### config.mk
export PLATFORM = sky130hd
export DESIGN_NAME = decode_stage
export DESIGN_NICKNAME = d
export VERILOG_FILES = /design/src/rtl/decode_pkg.sv /design/src/rtl/decode_lane.sv /design/src/rtl/decode_stage.sv
export SDC_FILE = /design/constraint.sdc
export NUM_CORES = 1
export LEC_CHECK = 0
export CORE_MARGIN = 1.5
export CORE_UTILIZATION = 30
export DETAILED_ROUTE_END_ITERATION = 10
export HOLD_SLACK_MARGIN = 0.12
export PLACE_DENSITY = 0.53
export SYNTH_ARGS = -nofsm -noshare
export SYNTH_HDL_FRONTEND = slang
export SYNTH_SLANG_ARGS = --single-unit
### constraint.sdc
create_clock -name clk -period 4.52 [get_ports clk]
set_input_delay 1.356 -clock clk [delete_from_list [all_inputs] [get_ports clk]]
set_output_delay 1.356 -clock clk [all_outputs]
set_load 0.02 [all_outputs]
### src/rtl/decode_pkg.sv
// -----------------------------------------------------------------------------
// decode_pkg
// Shared constants and types for the multi-lane decode stage:
//   - RISC-V opcode and funct3 constants recognised by the decoder
//   - 7-bit control-signal encodings produced per lane
//   - lane_t: one decoded lane {valid, c_sig, imm, pc, illegal}
//   - sext12: sign-extension helper for 12-bit immediates
// The pc field is sized for the widest supported PC (PC_MAX_W); narrower
// instances use the low PC_W bits and leave the rest zero.
// -----------------------------------------------------------------------------
package decode_pkg;

    localparam int PC_MAX_W = 32;

    localparam logic [6:0] OP_R     = 7'b0110011;
    localparam logic [6:0] OP_I     = 7'b0010011;
    localparam logic [6:0] OP_LOAD  = 7'b0000011;
    localparam logic [6:0] OP_STORE = 7'b0100011;
    localparam logic [6:0] OP_LUI   = 7'b0110111;

    localparam logic [2:0] F3_BYTE  = 3'b000;
    localparam logic [2:0] F3_WORD  = 3'b010;

    localparam logic [6:0] SIG_NONE = 7'b0000000;
    localparam logic [6:0] SIG_R    = 7'b1000000;
    localparam logic [6:0] SIG_I    = 7'b1100000;
    localparam logic [6:0] SIG_LB   = 7'b1101011;
    localparam logic [6:0] SIG_LW   = 7'b1101010;
    localparam logic [6:0] SIG_SB   = 7'b0100101;
    localparam logic [6:0] SIG_SW   = 7'b0100100;
    localparam logic [6:0] SIG_LUI  = 7'b1100001;

    typedef struct packed {
        logic                valid;
        logic [6:0]          c_sig;
        logic [31:0]         imm;
        logic [PC_MAX_W-1:0] pc;
        logic                illegal;
    } lane_t;

    function automatic logic [31:0] sext12(input logic [11:0] v);
        return {{20{v[11]}}, v};
    endfunction

endpackage

### src/rtl/decode_lane.sv
// -----------------------------------------------------------------------------
// decode_lane
// Purely combinational single-instruction decoder.
// Ports:
//   instr [31:0]   instruction word
//   pc    [PC_W-1:0] PC of this lane
//   valid          lane valid; when 0 the whole decoded lane is zero
//   lane  (lane_t) decoded result {valid, c_sig, imm, pc, illegal}
// Build option: DECODE_LUI_EN makes LUI a legal instruction; otherwise LUI
// is reported as illegal.
// -----------------------------------------------------------------------------
module decode_lane
    import decode_pkg::*;
#(
    parameter int PC_W = 12
) (
    input  logic [31:0]     instr,
    input  logic [PC_W-1:0] pc,
    input  logic            valid,
    output lane_t           lane
);

    logic [6:0] opcode_s;
    logic [2:0] funct3_s;

    assign opcode_s = instr[6:0];
    assign funct3_s = instr[14:12];

`ifndef DECODE_LUI_EN
    // rs1 field only matters to the LUI immediate, which is absent here
    logic unused_rs1_s;
    assign unused_rs1_s = ^instr[19:15];
`endif

    // Decode opcode/funct3 into control signal, immediate and illegal flag
    always_comb begin
        lane = '0;
        if (valid) begin
            lane.valid = 1'b1;
            lane.pc    = PC_MAX_W'(pc);
            case (opcode_s)
                OP_R: begin
                    lane.c_sig = SIG_R;
                end
                OP_I: begin
                    lane.c_sig = SIG_I;
                    lane.imm   = sext12(instr[31:20]);
                end
                OP_LOAD: begin
                    case (funct3_s)
                        F3_BYTE: begin
                            lane.c_sig = SIG_LB;
                            lane.imm   = sext12(instr[31:20]);
                        end
                        F3_WORD: begin
                            lane.c_sig = SIG_LW;
                            lane.imm   = sext12(instr[31:20]);
                        end
                        default: begin
                            lane.illegal = 1'b1;
                        end
                    endcase
                end
                OP_STORE: begin
                    case (funct3_s)
                        F3_BYTE: begin
                            lane.c_sig = SIG_SB;
                            lane.imm   = sext12({instr[31:25], instr[11:7]});
                        end
                        F3_WORD: begin
                            lane.c_sig = SIG_SW;
                            lane.imm   = sext12({instr[31:25], instr[11:7]});
                        end
                        default: begin
                            lane.illegal = 1'b1;
                        end
                    endcase
                end
                OP_LUI: begin
`ifdef DECODE_LUI_EN
                    lane.c_sig = SIG_LUI;
                    lane.imm   = {instr[31:12], 12'h000};
`else
                    lane.c_sig   = SIG_NONE;
                    lane.illegal = 1'b1;
`endif
                end
                default: begin
                    lane.illegal = 1'b1;
                end
            endcase
        end else begin
            lane = '0;
        end
    end

endmodule

### src/rtl/decode_stage.sv
// -----------------------------------------------------------------------------
// decode_stage
// Decodes LANES instructions per bundle and holds results in a registered
// main entry (M) backed by a skid entry (S) so out_ready never reaches
// in_ready combinationally.
// Parameters: LANES (1..4), PC_W (PC width).
// Ports:
//   clk, rst_n (async active-low), flush (drops M and S)
//   in_valid/in_ready, in_lane_valid[LANES], pc_in[PC_W], instr_in[LANES*32]
//   out_valid/out_ready, out_lane_valid[LANES], c_sig_out[LANES*7],
//   imm_out[LANES*32], pc_out[LANES*PC_W], illegal_out[LANES]
// Build option: DECODE_LUI_EN (passed through to decode_lane) enables LUI.
// -----------------------------------------------------------------------------
module decode_stage
    import decode_pkg::*;
#(
    parameter int LANES = 2,
    parameter int PC_W  = 12
) (
    input  logic                  clk,
    input  logic                  rst_n,
    input  logic                  flush,
    input  logic                  in_valid,
    output logic                  in_ready,
    input  logic [LANES-1:0]      in_lane_valid,
    input  logic [PC_W-1:0]       pc_in,
    input  logic [LANES*32-1:0]   instr_in,
    output logic                  out_valid,
    input  logic                  out_ready,
    output logic [LANES-1:0]      out_lane_valid,
    output logic [LANES*7-1:0]    c_sig_out,
    output logic [LANES*32-1:0]   imm_out,
    output logic [LANES*PC_W-1:0] pc_out,
    output logic [LANES-1:0]      illegal_out
);

    lane_t [LANES-1:0]           dec_s;
    lane_t [LANES-1:0]           m_data_r;
    lane_t [LANES-1:0]           s_data_r;
    logic  [LANES-1:0][PC_W-1:0] pc_lane_s;

    logic m_valid_r;
    logic s_valid_r;
    logic in_ready_r;

    logic in_xfer_s;
    logic out_xfer_s;
    logic m_from_in_s;
    logic m_from_s_s;
    logic s_from_in_s;
    logic m_valid_s;
    logic s_valid_s;

    genvar g;
    generate
        for (g = 0; g < LANES; g++) begin : g_lane
            // Lane PC wraps naturally at PC_W bits
            assign pc_lane_s[g] = pc_in + PC_W'(4 * g);

            decode_lane #(
                .PC_W (PC_W)
            ) u_lane (
                .instr (instr_in[32*g +: 32]),
                .pc    (pc_lane_s[g]),
                .valid (in_lane_valid[g]),
                .lane  (dec_s[g])
            );

            assign out_lane_valid[g]         = m_data_r[g].valid;
            assign c_sig_out[7*g +: 7]       = m_data_r[g].c_sig;
            assign imm_out[32*g +: 32]       = m_data_r[g].imm;
            assign pc_out[PC_W*g +: PC_W]    = m_data_r[g].pc[PC_W-1:0];
            assign illegal_out[g]            = m_data_r[g].illegal;

            if (PC_W < PC_MAX_W) begin : g_pc_hi
                // Upper pc bits are always zero for narrow PCs
                logic unused_pc_hi_s;
                assign unused_pc_hi_s = ^m_data_r[g].pc[PC_MAX_W-1:PC_W];
            end
        end
    endgenerate

    assign out_valid = m_valid_r;
    assign in_ready  = in_ready_r;

    // Skid-buffer steering: decide where an accepted bundle lands and how
    // the valid bits evolve; flush overrides everything.
    always_comb begin
        in_xfer_s   = in_valid & in_ready_r;
        out_xfer_s  = m_valid_r & out_ready;
        m_from_in_s = 1'b0;
        m_from_s_s  = 1'b0;
        s_from_in_s = 1'b0;
        m_valid_s   = m_valid_r;
        s_valid_s   = s_valid_r;
        if (flush) begin
            m_valid_s = 1'b0;
            s_valid_s = 1'b0;
        end else if (out_xfer_s && s_valid_r) begin
            // in_ready was low, so no input can arrive in this cycle
            m_from_s_s = 1'b1;
            m_valid_s  = 1'b1;
            s_valid_s  = 1'b0;
        end else if (in_xfer_s && (!m_valid_r || out_xfer_s)) begin
            m_from_in_s = 1'b1;
            m_valid_s   = 1'b1;
        end else if (in_xfer_s) begin
            s_from_in_s = 1'b1;
            s_valid_s   = 1'b1;
        end else if (out_xfer_s) begin
            m_valid_s = 1'b0;
        end else begin
            m_valid_s = m_valid_r;
        end
    end

    // Valid bits and the registered in_ready
    always_ff @(posedge clk or negedge rst_n) begin
        if (!rst_n) begin
            m_valid_r  <= 1'b0;
            s_valid_r  <= 1'b0;
            in_ready_r <= 1'b1;
        end else begin
            m_valid_r  <= m_valid_s;
            s_valid_r  <= s_valid_s;
            in_ready_r <= !s_valid_s;
        end
    end

    // Main entry data: loads only on a write into M, otherwise holds
    always_ff @(posedge clk or negedge rst_n) begin
        if (!rst_n) begin
            m_data_r <= '0;
        end else if (m_from_s_s) begin
            m_data_r <= s_data_r;
        end else if (m_from_in_s) begin
            m_data_r <= dec_s;
        end else begin
            m_data_r <= m_data_r;
        end
    end

    // Skid entry data: captures a bundle arriving while M is stalled
    always_ff @(posedge clk or negedge rst_n) begin
        if (!rst_n) begin
            s_data_r <= '0;
        end else if (s_from_in_s) begin
            s_data_r <= dec_s;
        end else begin
            s_data_r <= s_data_r;
        end
    end

endmodule

* Word-level counts from Yosys, hierarchy flattened
Cells that the tools add are included.
W data, S select, Z words.
** Storage, ports and cells
- Flip-flop bits (word level) :: 255
- Input port bits :: 83
- Output and inout bits :: 108
- Logic and storage cells :: 87
** Operators by class
- Add/subtract/negate cells :: 1
- Equality and inequality tests :: 11
- Multiplexer cells :: 34
- Bitwise logic cells :: 2
- Reduce and logical (&&, ||, !) cells :: 16
** Operator list (number)
- $mux W146 :: 2
- $pmux W32 S3 :: 2
- $pmux W39 S2 :: 2
- $pmux W38 S2 :: 2
- $mux W73 :: 2
- $pmux W7 S4 :: 2
- $eq A7 B6 Y1 const B :: 4
- $mux W1 :: 20
- $eq A7 B2 Y1 const B :: 2
- $eq A7 B5 Y1 const B :: 2
- $add A12 B3 Y12 const B :: 1
- $reduce_or A2 Y1 :: 6
- $eq A3 B2 Y1 const B :: 2
- $logic_not A3 Y1 :: 2
- $ne A4 B2 Y1 const B :: 1
- $pmux W1 S2 :: 2
- $reduce_bool A4 Y1 :: 1
- $and A1 B1 Y1 :: 2
- $logic_and A1 B1 Y1 :: 2
- $logic_not A1 Y1 :: 2
- $reduce_and A2 Y1 :: 1
- $reduce_bool A2 Y1 :: 1
- $logic_or A1 B1 Y1 :: 1

* Depth between registers and ports, before layout
- Depth in word-level cells :: 8
- Mapped depth :: 6
- Gate-level depth less buffers :: 5

* Cells and area by module
From an unflattened synthesis, not the netlist that was laid out.
** Second synthesis, totals
- Cell total of the unflattened synthesis :: 792
- Area, all modules :: 10729.0 um^2
** Modules (own cells, without submodules)
- decode_stage :: instances 1, cells each 608, area each 9415.3 um^2, sequential area each 5381.4 um^2
- decode_lane :: instances 2, cells each 92, area each 656.9 um^2, sequential area each 0.0 um^2

* Least setup slack after synthesis
Ideal clock, no wire load.
- Path kind :: in2reg
- Start :: in instr_in[2]
- End :: reg m_data_r, in the netlist c_sig_out[0]
- Setup time :: 87 ps
- Arrival :: 2603 ps
- Required time :: 4433 ps
- Slack :: 1830 ps
- Stages on the path :: 5
- Buffers on the path :: 1
- Cells stage by stage :: nand4bb_4 -> or2_1 -> buf_2 -> or4_4 -> a211oi_2
** Between the ends
- Cells in the longest elaborated chain, start to end :: 5
- Elaborated cells between the ends (all ways) :: 8
** RTL lines
- start: declaration :: line decode_stage.sv:27 : input logic [LANES*32-1:0] instr_in,
- $eq A7 B6 Y1 (tied with other cells) :: line decode_lane.sv:41 : case (opcode_s)
- $pmux W7 S4 (*) :: line decode_lane.sv:41
- $mux W73 (*) :: line decode_lane.sv:38 : if (valid) begin
- $mux W146 (*) :: line decode_stage.sv:136 : end else if (m_from_in_s) begin
- $mux W146 (*) :: line decode_stage.sv:134 : end else if (m_from_s_s) begin
- end signal: assignment :: line decode_stage.sv:135 : m_data_r <= s_data_r;
- end signal: assignment :: line decode_stage.sv:137 : m_data_r <= dec_s;
- end signal: assignment :: line decode_stage.sv:139 : m_data_r <= m_data_r;
- end: declaration :: line decode_stage.sv:38 : lane_t [LANES-1:0] m_data_r;
Mark *: on every way between the ends. The rest lies on a longest branch, timed or not. The select of a mux whose other input is x is not followed.
A chain may end at the register's enable or synchronous reset.

* Final worst setup path
- Start :: in out_ready
- End :: reg m_data_r, in the netlist imm_out[5]
** Between the ends
- Cells in the longest elaborated chain, start to end :: 7
- Elaborated cells between the ends (all ways) :: 11
** RTL lines
- start: declaration :: line decode_stage.sv:29 : input logic out_ready,
- $and A1 B1 Y1 (*) :: line decode_stage.sv:90 : out_xfer_s = m_valid_r & out_ready;
- $logic_or A1 B1 Y1 :: line decode_stage.sv:104 : end else if (in_xfer_s && (!m_valid_r || out_xfer_s)) begin
- $logic_and A1 B1 Y1 :: line decode_stage.sv:104
- $mux W1 :: line decode_stage.sv:104
- $mux W1 :: line decode_stage.sv:99 : end else if (out_xfer_s && s_valid_r) begin
- $mux W1 :: line decode_stage.sv:96 : if (flush) begin
- $reduce_bool A2 Y1 (no line)
Mark *: on every way between the ends. The rest lies on a longest branch, timed or not.

==> impl_metrics.toml <==
[logic_synthesis]
ys_seq_area_share_pct = 50.04
syn-cell-area_um2 = 6354
synth_flop_cell = "dfrtp_1"
netlist_instances = 683
async_reset_ff_share_pct = 100.0
synth_edf_count = 0
syn_area_per_cell_um2 = 9.302
yosys_warnings = 0
postSynthRegisterBits = 127
synth_cell_types = 59

[finish]
nets = 895
area_delta_synth_final_pct = 36.47
post-route-util_pct = 41.51
final_cell_mix = "177 x clkdlybuf4s50_1, 135 x nand2_1, 126 x dfrtp_1, 61 x o21ai_0, 54 x nor2_1"
regArea_um2 = 3179
diodes = 0
stdcell_count = 1097
multi_input_area_um2 = 2624
finalInstanceArea_um2 = 8671
drive_gt1_share_pct = 8.637
fill_cells = 2050
final_common_cell = "clkdlybuf4s50_1"

[power_and_ir_drop]
p_leak_nw = 3.608
p_sw_share_pct = 28.56
switchingPower_uw = 999.1
internal_power_mw = 2.499
power_mw = 3.498
share_comb_of_total_power_pct = 23.6
pwr-share-seq_pct = 38.9
p_per_area_nw_per_um2 = 403.4
peakVddDrop_uv = 233.7
clkPwrFrac_pct = 37.5

[placement]
placed_cells = 1067
placed_area_um2 = 8115
numPortBuffers = 178
dp_hpwl_um = 12690
gp_congestion = 0.7642
dpl_worst_slack_ps = 747.8

[die]
io_pins = 191
die_w_um = 148.5
initial_core_util_pct = 30.42
coreArea_um2 = 20890
die_y_um = 148.5
die_area_um2 = 22060
rows = 53

[clock_network]
clk-insertion-delay-late_ps = 420
cts_tree = "built"
numCtsBuffers = 17
clockRootBuffer = "clkbuf_16"
cts.sinks = 127
clockBufferDepth = 2
cts_max_level = 4
cts_setup_buffers = 0
hold_buffers = 0
cts_resized = 0
clk_pin_slew_ps = 60

[worst_setup_path]
arrival_ps = 3610
required_ps = 4810
crit_fanout = 25
cp-start-kind = "input port"
critPathKind = "in -> reg"
worstSetupStartpoint = "out_ready"
endpoint_kind = "flip-flop"
r2r_end = "imm_out[5]"
crit_end = "imm_out[5]"
r2r_cells = 5
reg2reg_slack_ps = 2250
r2r-start = "out_valid"

[detailed_routing]
via_count = 5376
routed_via_density = 4.901
post_drt_wl_per_cell_um = 16.72
drtPass1Iterations = 4
drc_errors = 0
antenna_left = 0
drt-total-wl_um = 18350
drtIter0Drc = 269

[timing]
rsz0062_at_grt = "no"
fmax_ghz = 0.3005
min_period_over_period_pct = 73.62
tns_ps = 0
finalMaxSlewViolations = 0
final-hold-violation-count = 0
relSlewSlack_pct = 45.81
tightest_slew_ps = 812.9
whs_ps = 463.6
fin_crit_ps = 3328
worst_slack_ps = 1192
setup_viol = 0
skew_ps = 7.736

[global_route]
antenna_found_initial = 0
grt_first_pass_wirelength_um = 29080
globalRouteTotalUtil_pct = 17.20
gr-total-overflow = 0
grt_max_degree = 82
grt_pass1_vias = 5133

[run_status]
status = "finished, final reports clean"

[min_path]
hold_path.class = "reg -> reg"

[job]
maxCapViolCount = 0
critical path: stages:
cell and delay, ps:
clkdlybuf4s50_1 540, and2b_1 250, or3_2 740, nor2_2 260, buf_4 310, a211oi_1 120
worst min-delay path by stage:
stage                       start       endpoint  slack (ps)  cells past startpoint
global placement        pc_out[5]      pc_out[5]         450                      2
finish                  pc_out[5]      pc_out[5]         460                      2
floorplan           s_data_r[144]  s_data_r[144]         440                      2
detailed placement      pc_out[5]      pc_out[5]         460                      2
global route            pc_out[5]      pc_out[5]         490                      2
CTS                     pc_out[5]      pc_out[5]         470                      2
registers in the layout (all words and copies together), names as in the netlist:
register / cells
illegal_out: 2
s_valid_r: 1
out_lane_valid: 2
out_valid: 1
c_sig_out: 10
s_data_r: 62
pc_out: 24
imm_out: 24
in_ready: 1
metal layers:
layer | wire length (um) | global-route usage [%]
met5 | 0 | 0
met4 | 308 | 6.040
met3 | 975 | 3.589
met2 | 8377 | 26.58
met1 | 8682 | 23.85
power groups by stage:
stage | logic, mW | registers (mW) | clock network [mW]
2_1_floorplan | 0.386 | 1.46 | 0
3_3_place_gp | 0.831 | 1.38 | 0
3_5_place_dp | 0.835 | 1.39 | 0
4_1_cts | 0.836 | 1.37 | 1.34
5_1_grt | 0.891 | 1.38 | 1.39
6_report | 0.825 | 1.36 | 1.31
cell type report:
class	count	share of cell area [%]
well taps	275	3.968
repair buffers	196	22.27
clock buffers	23	5.397
clock inverters	7	1.010
multi-input cells	459	30.26
inverters	10	0.4329
flip-flops and latches	127	36.67
cells in the mapped netlist (3+ instances only):
library cell / n / area [um^2]
mux2_2: 6 / 67.56
or3_1: 9 / 56.30
clkbuf_1: 30 / 112.6
buf_4: 44 / 330.3
nand2b_1: 15 / 93.84
nor2_1: 55 / 206.5
o221a_2: 4 / 45.04
nor4b_2: 3 / 45.04
inv_1: 10 / 37.54
o311ai_1: 10 / 87.58
nor3_1: 25 / 125.1
o21ai_1: 9 / 45.04
o31ai_1: 6 / 45.04
nand3_1: 9 / 45.04
nand2_1: 135 / 506.7
o311ai_0: 10 / 87.58
o21ai_0: 61 / 305.3
dfrtp_1: 126 / 3153
a32oi_1: 10 / 87.58
a22o_1: 10 / 87.58
a211oi_1: 24 / 180.2
a31oi_1: 4 / 25.02
o22ai_1: 5 / 31.28
nand4_1: 6 / 37.54
clkbuf_8: 3 / 41.29
a21o_1: 6 / 45.04
buf_2: 8 / 40.04
logic make-up after synthesis:
kind of cell	Yosys count	synth area share [%]
muxes	8	1.398
xor gates and xnor gates	3	0.4136
other	1	0.05902
AOI/OAI and AO/OA	176	19.38
adders and majority gates	1	0.1969
and+or+nand+nor	269	19.44
DFF	127	50.04
buffers and inverters	98	9.079
Power figures use the tool's default switching activity.
